--- config.mk ---
export PLATFORM = sky130hd
export DESIGN_NAME = mem_bridge_flat
export DESIGN_NICKNAME = d
export VERILOG_FILES = /design/src/rtl/mem_bridge_if.sv /design/src/rtl/mem_bridge.sv /design/src/flat_wrapper.sv
export SDC_FILE = /design/constraint.sdc
export NUM_CORES = 1
export LEC_CHECK = 0
export CORE_ASPECT_RATIO = 2
export CORE_MARGIN = 5
export CORE_UTILIZATION = 25
export DETAILED_ROUTE_END_ITERATION = 16
export HOLD_SLACK_MARGIN = 0.06
export MAX_ROUTING_LAYER = met4
export PLACE_DENSITY = 0.6
export SYNTH_ARGS = -nofsm -noshare
export SYNTH_HDL_FRONTEND = slang
export SYNTH_SLANG_ARGS = --single-unit
--- constraint.sdc ---
create_clock -name Clock -period 1.9 [get_ports Clock]
set_input_delay 0.19 -clock Clock [delete_from_list [all_inputs] [get_ports Clock]]
set_output_delay 0.19 -clock Clock [all_outputs]
set_load 0.01 [all_outputs]
--- src/rtl/mem_bridge_if.sv ---
// Bundles the datapath memory port and the SRAM port of mem_bridge.
// The slave modport is the bridge's view; master is the datapath/SRAM side.
interface mem_bridge_if #(
  parameter int unsigned ADDR_W = 10
);
  logic [31:0]       CpuAddr;
  logic              CpuMemRd;
  logic              CpuMemWr;
  logic [31:0]       CpuWd;
  logic [31:0]       CpuRd;
  logic              CpuReady;
  logic              CpuStall;
  logic              AlignErr;
  logic [ADDR_W-1:0] SramAddr;
  logic              SramCe;
  logic              SramWe;
  logic [31:0]       SramWd;
  logic [31:0]       SramRd;

  modport slave (
    input  CpuAddr, CpuMemRd, CpuMemWr, CpuWd, SramRd,
    output CpuRd, CpuReady, CpuStall, AlignErr, SramAddr, SramCe, SramWe, SramWd
  );

  modport master (
    output CpuAddr, CpuMemRd, CpuMemWr, CpuWd, SramRd,
    input  CpuRd, CpuReady, CpuStall, AlignErr, SramAddr, SramCe, SramWe, SramWd
  );
endinterface

--- src/rtl/mem_bridge.sv ---
// Multi-cycle bridge from the MIPS datapath memory port to a word-organised SRAM,
// with programmable wait states, a one-cycle ready pulse and a stall to control.
module mem_bridge #(
  parameter int unsigned ADDR_W   = 10,
  parameter int unsigned WAIT_CYC = 2
) (
  input  logic         Clock,
  input  logic         Reset,
  mem_bridge_if.slave  bus
);

  typedef enum logic [1:0] {StIdle, StAccess, StDone} state_e;

  localparam logic [3:0] WaitInit = 4'(WAIT_CYC);

  state_e            state_q, state_d;
  logic [3:0]        cnt_q, cnt_d;
  logic              is_wr_q, is_wr_d;
  logic [ADDR_W-1:0] addr_q, addr_d;
  logic [31:0]       wd_q, wd_d;
  logic [31:0]       rd_q, rd_d;
  logic              ready_q, ready_d;
  logic              ce_q, ce_d;
  logic              we_q, we_d;
  logic              align_err_q, align_err_d;

  logic req;
  logic aligned;

  assign req     = bus.CpuMemRd | bus.CpuMemWr;
  assign aligned = (bus.CpuAddr[1:0] == 2'b00);

  // Upper address bits wrap silently onto the SRAM.
  logic unused_addr;
  assign unused_addr = ^bus.CpuAddr[31:ADDR_W+2];

  always_comb begin
    state_d     = state_q;
    cnt_d       = cnt_q;
    is_wr_d     = is_wr_q;
    addr_d      = addr_q;
    wd_d        = wd_q;
    rd_d        = rd_q;
    ready_d     = 1'b0;
    ce_d        = ce_q;
    we_d        = we_q;
    align_err_d = align_err_q;

    case (state_q)
      StIdle: begin
        if (req) begin
          if (aligned) begin
            // Write wins when both requests are raised together.
            is_wr_d = bus.CpuMemWr;
            addr_d  = bus.CpuAddr[ADDR_W+1:2];
            wd_d    = bus.CpuWd;
            cnt_d   = WaitInit;
            ce_d    = 1'b1;
            we_d    = bus.CpuMemWr;
            state_d = StAccess;
          end else begin
            align_err_d = 1'b1;
            if (!bus.CpuMemWr) begin
              rd_d = '0;
            end
            ready_d = 1'b1;
            state_d = StDone;
          end
        end
      end
      StAccess: begin
        if (cnt_q == 4'd0) begin
          if (!is_wr_q) begin
            rd_d = bus.SramRd;
          end
          ce_d    = 1'b0;
          we_d    = 1'b0;
          ready_d = 1'b1;
          state_d = StDone;
        end else begin
          cnt_d = cnt_q - 4'd1;
        end
      end
      StDone: begin
        state_d = StIdle;
      end
      default: begin
        state_d = StIdle;
      end
    endcase
  end

  always_ff @(posedge Clock) begin
    if (Reset) begin
      state_q     <= StIdle;
      cnt_q       <= '0;
      is_wr_q     <= 1'b0;
      addr_q      <= '0;
      wd_q        <= '0;
      rd_q        <= '0;
      ready_q     <= 1'b0;
      ce_q        <= 1'b0;
      we_q        <= 1'b0;
      align_err_q <= 1'b0;
    end else begin
      state_q     <= state_d;
      cnt_q       <= cnt_d;
      is_wr_q     <= is_wr_d;
      addr_q      <= addr_d;
      wd_q        <= wd_d;
      rd_q        <= rd_d;
      ready_q     <= ready_d;
      ce_q        <= ce_d;
      we_q        <= we_d;
      align_err_q <= align_err_d;
    end
  end

  assign bus.CpuStall = (state_q == StAccess) || ((state_q == StIdle) && req);
  assign bus.CpuRd    = rd_q;
  assign bus.CpuReady = ready_q;
  assign bus.AlignErr = align_err_q;
  assign bus.SramAddr = addr_q;
  assign bus.SramCe   = ce_q;
  assign bus.SramWe   = we_q;
  assign bus.SramWd   = wd_q;

endmodule

--- src/flat_wrapper.sv ---
// flat-port wrapper written by rule: the top's interface ports become plain ports
module mem_bridge_flat 
#(
  parameter int unsigned ADDR_W   = 10,
  parameter int unsigned WAIT_CYC = 2
)
  (Clock, Reset, bus_CpuAddr, bus_CpuMemRd, bus_CpuMemWr, bus_CpuWd, bus_SramRd, bus_CpuRd, bus_CpuReady, bus_CpuStall, bus_AlignErr, bus_SramAddr, bus_SramCe, bus_SramWe, bus_SramWd);
  mem_bridge_if #(.ADDR_W(ADDR_W)) bus_i ();
  input  logic Clock;
  input  logic Reset;
  input wire logic [$bits(bus_i.CpuAddr)-1:0] bus_CpuAddr;
  input wire logic [$bits(bus_i.CpuMemRd)-1:0] bus_CpuMemRd;
  input wire logic [$bits(bus_i.CpuMemWr)-1:0] bus_CpuMemWr;
  input wire logic [$bits(bus_i.CpuWd)-1:0] bus_CpuWd;
  input wire logic [$bits(bus_i.SramRd)-1:0] bus_SramRd;
  output wire logic [$bits(bus_i.CpuRd)-1:0] bus_CpuRd;
  output wire logic [$bits(bus_i.CpuReady)-1:0] bus_CpuReady;
  output wire logic [$bits(bus_i.CpuStall)-1:0] bus_CpuStall;
  output wire logic [$bits(bus_i.AlignErr)-1:0] bus_AlignErr;
  output wire logic [$bits(bus_i.SramAddr)-1:0] bus_SramAddr;
  output wire logic [$bits(bus_i.SramCe)-1:0] bus_SramCe;
  output wire logic [$bits(bus_i.SramWe)-1:0] bus_SramWe;
  output wire logic [$bits(bus_i.SramWd)-1:0] bus_SramWd;
  assign bus_i.CpuAddr = bus_CpuAddr;
  assign bus_i.CpuMemRd = bus_CpuMemRd;
  assign bus_i.CpuMemWr = bus_CpuMemWr;
  assign bus_i.CpuWd = bus_CpuWd;
  assign bus_i.SramRd = bus_SramRd;
  assign bus_CpuRd = bus_i.CpuRd;
  assign bus_CpuReady = bus_i.CpuReady;
  assign bus_CpuStall = bus_i.CpuStall;
  assign bus_AlignErr = bus_i.AlignErr;
  assign bus_SramAddr = bus_i.SramAddr;
  assign bus_SramCe = bus_i.SramCe;
  assign bus_SramWe = bus_i.SramWe;
  assign bus_SramWd = bus_i.SramWd;
  mem_bridge #(.ADDR_W(ADDR_W), .WAIT_CYC(WAIT_CYC)) u_core (.Clock(Clock), .Reset(Reset), .bus(bus_i));
endmodule
==> out/summary.txt <==
Die Span Y: 181 um
skew final: 0.00573 ns
CP peak stage delay: 0.39 ns
Post-Syn Area: 3650 um2
Fin Setup TNS: 0 ns
clock-pin slew on the worst setup and hold paths: 0.07 ns
most common cell after layout, fill and taps aside: clkdlybuf4s50_1
Sink Count: 85
HPWL Detailed: 9.13 mm
final hold violation count: 0
RSZ-0062 raised after global routing: no
Root Driver: clkbuf_16
CP Launch Type: flop
Starting Density: 25.4%
Slew headroom: 66.2%
antenna viol nets, final: 0
die area: 17300 um2
switching share of power: 26.6%
placed instance area: 5510 um2
max-cap violations: 0
Die Width: 95.4 um
Gate Count Post-Synth: 410
Switching Power: 0.00116 W
outcome: finished, final reports clean
total I/O pin count: 179
Tot GR Track Use: 15.3%
Unique masters post-synth: 35
drt drc: 0
Internal: 0.00319 W
Synth Register Bits: 85
worst vdd ir: 429 uV
reg2reg start: u_core.cnt_q[0]$_SDFFE_PP0P_
Routed WL per cell: 17.2 um
global-route wire length before repair: 20.1 mm
setup bufs post-CTS: 0
WP data required: 2.12 ns
Worst Hold Class: in2reg
worst setup path startpoint: u_core.cnt_q[0]$_SDFFE_PP0P_
CTS max path bufs: 2
H-tree levels: 3
hold slack: 0.190 ns
IO buf count: 158
Final setup violation count: 0
grt ovf: 0
R2R setup slack: 0.06 ns
largest net degree at the start of global routing: 65
HP Start: Reset
Critical-path top delay cell: or3b_1
post-CTS sizing: 0
Fmax achieved: 544 MHz
CP arrival: 2.06 ns
final period utilization: 96.7%
vias in the first global route: 3861
Power Density: 747 nW/um2
vias: 3725
static leakage: 2.10 nW
Hold-fix buffers, CTS: 0
Post-Syn Area per Cell: 8.90 um2
CTS tree: done
CP max FO: 32
crit path capture type: flop
CP Class: reg2reg
Final Max Tran Viols: 0
Clock Latency Late Sink: 0.34 ns
Finished Cell Area: 5820 um2
syn nets: 512
WL final: 12.8 mm
post-synthesis sequential area ratio: 46.6%
area delta synth->final: 59.5%
core box area: 14400 um2
clock power share: 39.5%
combinational power share: 17.3%
vias per inst: 4.99
final core utilization: 40.5%
CP cell instances: inv_1, ha_1, or3b_1, o32a_4, buf_12, mux2i_2
sequential share of power: 43.2%
yosys warns: 0
Final nets: 651
fin worst setup slack: 0.0627 ns
Worst Tran Pin Value: 0.507 ns
layout cell share with drive strength beyond 1: 9.21%
Core Rows: 62
Initial DRC Count: 183
Final Critical Period: 1.84 ns
gp weighted congestion: 0.727
pre-CTS worst setup slack: 0.000210 ns
DR pass1 iterations: 4
commonest non-fill, non-tap cells in the layout: clkdlybuf4s50_1 (156), dfxtp_1 (84), a21oi_1 (46)
Diodes inserted: 0
CTS buffer count: 9
initial antenna violation count: 0
==> layout make-up <==
type                       instances  area (um2)
timing repair buffer             181        1830
fill                            1406        8530
inverter                           4        15.0
clock buffer                      11         253
clock inverter                     5        41.3
tap                              192         240
multi-input combinational        268        1740
sequential                        85        1700
==> sequential cells by signal, summed over array words and instances (netlist names) <==
name                 count
u_core.bus.CpuRd        32
u_core.bus.SramWd       32
u_core.bus.SramAddr     10
u_core.cnt_q             4
u_core.state_q           2
u_core.bus.AlignErr      1
u_core.bus.CpuReady      1
u_core.bus.SramCe        1
u_core.bus.SramWe        1
u_core.is_wr_q           1
==> cell families after synthesis <==
logic type / share of synthesized area [%]
AND/OR/NAND/NOR: 19.1
flip-flops: 46.6
multiplexers: 8.78
AO/OA/AOI/OAI: 18.0
buffers and inverters: 6.79
adder cells (fa/ha/maj): 0.686
==> critical path: cells and delay by family, from the launching register on <==
family | cells | cell delay [ns]
flip-flops | 1 | 0.33
multiplexers | 1 | 0.17
buffers and inverters | 2 | 0.29
AO/OA/AOI/OAI | 1 | 0.38
adder cells (fa/ha/maj) | 1 | 0.14
AND/OR/NAND/NOR | 1 | 0.39
==> layer usage <==
layer / up-vias / part of all wire (%) / GRT usage [%]
met3: 17 / 6.1 / 3.46
met4: 0 / 1.9 / 6.27
met5: - / 0 / -
met1: 1771 / 39 / 15.9
met2: 131 / 53 / 26.9
li1: 1806 / - / -
==> worst paths after layout <==
path / depth (start not counted) / endpoint
setup / recovery: 6 / u_core.bus.CpuRd[23]$_SDFFE_PP0P_
hold / removal: 3 / u_core.state_q[0]$_SDFFE_PP0P_
setup reg to reg: 6 / u_core.bus.CpuRd[23]$_SDFFE_PP0P_
hold reg to reg: 2 / u_core.bus.CpuRd[18]$_SDFFE_PP0P_
==> cell usage after synthesis (all sizes together) <==
cell type	number	share of area (%)
a211oi	1	0.21
a21oi	46	6.3
a31oi	3	0.51
and2	1	0.17
buf	17	2.7
clkbuf	36	3.7
dfxtp	85	47
ha	2	0.69
inv	4	0.41
mux2i	32	8.8
nand2	33	3.4
nand2b	1	0.17
nand3	35	4.8
nand3b	1	0.21
nand4	44	7.5
nand4b	1	0.24
nor2	6	0.62
nor2b	1	0.17
nor3	1	0.14
nor3b	2	0.41
nor4	1	0.17
o2111ai	1	0.24
o21a	1	0.21
o311a	1	0.27
o311ai	4	0.96
o31ai	44	9.1
o32a	1	0.27
or2	3	0.51
or3b	1	0.24
or4b	1	0.27
==> metrics by stage <==
step	instances	total power (W)
6_report	746	0.00435
3_3_place_gp	730	0.00265
5_1_grt	746	0.00456
3_5_place_dp	730	0.00267
2_1_floorplan	410	0.00225
4_1_cts	746	0.00442
==> power by group through the flow <==
stage	Clock [W]	Sequential, W	Combinational, W
after floorplan	0	0.00193	0.000322
after global placement	0	0.00191	0.000738
after detailed placement	0	0.00192	0.000748
after CTS	0.00179	0.00188	0.000753
after global routing	0.00187	0.00188	0.000805
final	0.00172	0.00188	0.000751
Power figures use the tool's default switching activity.
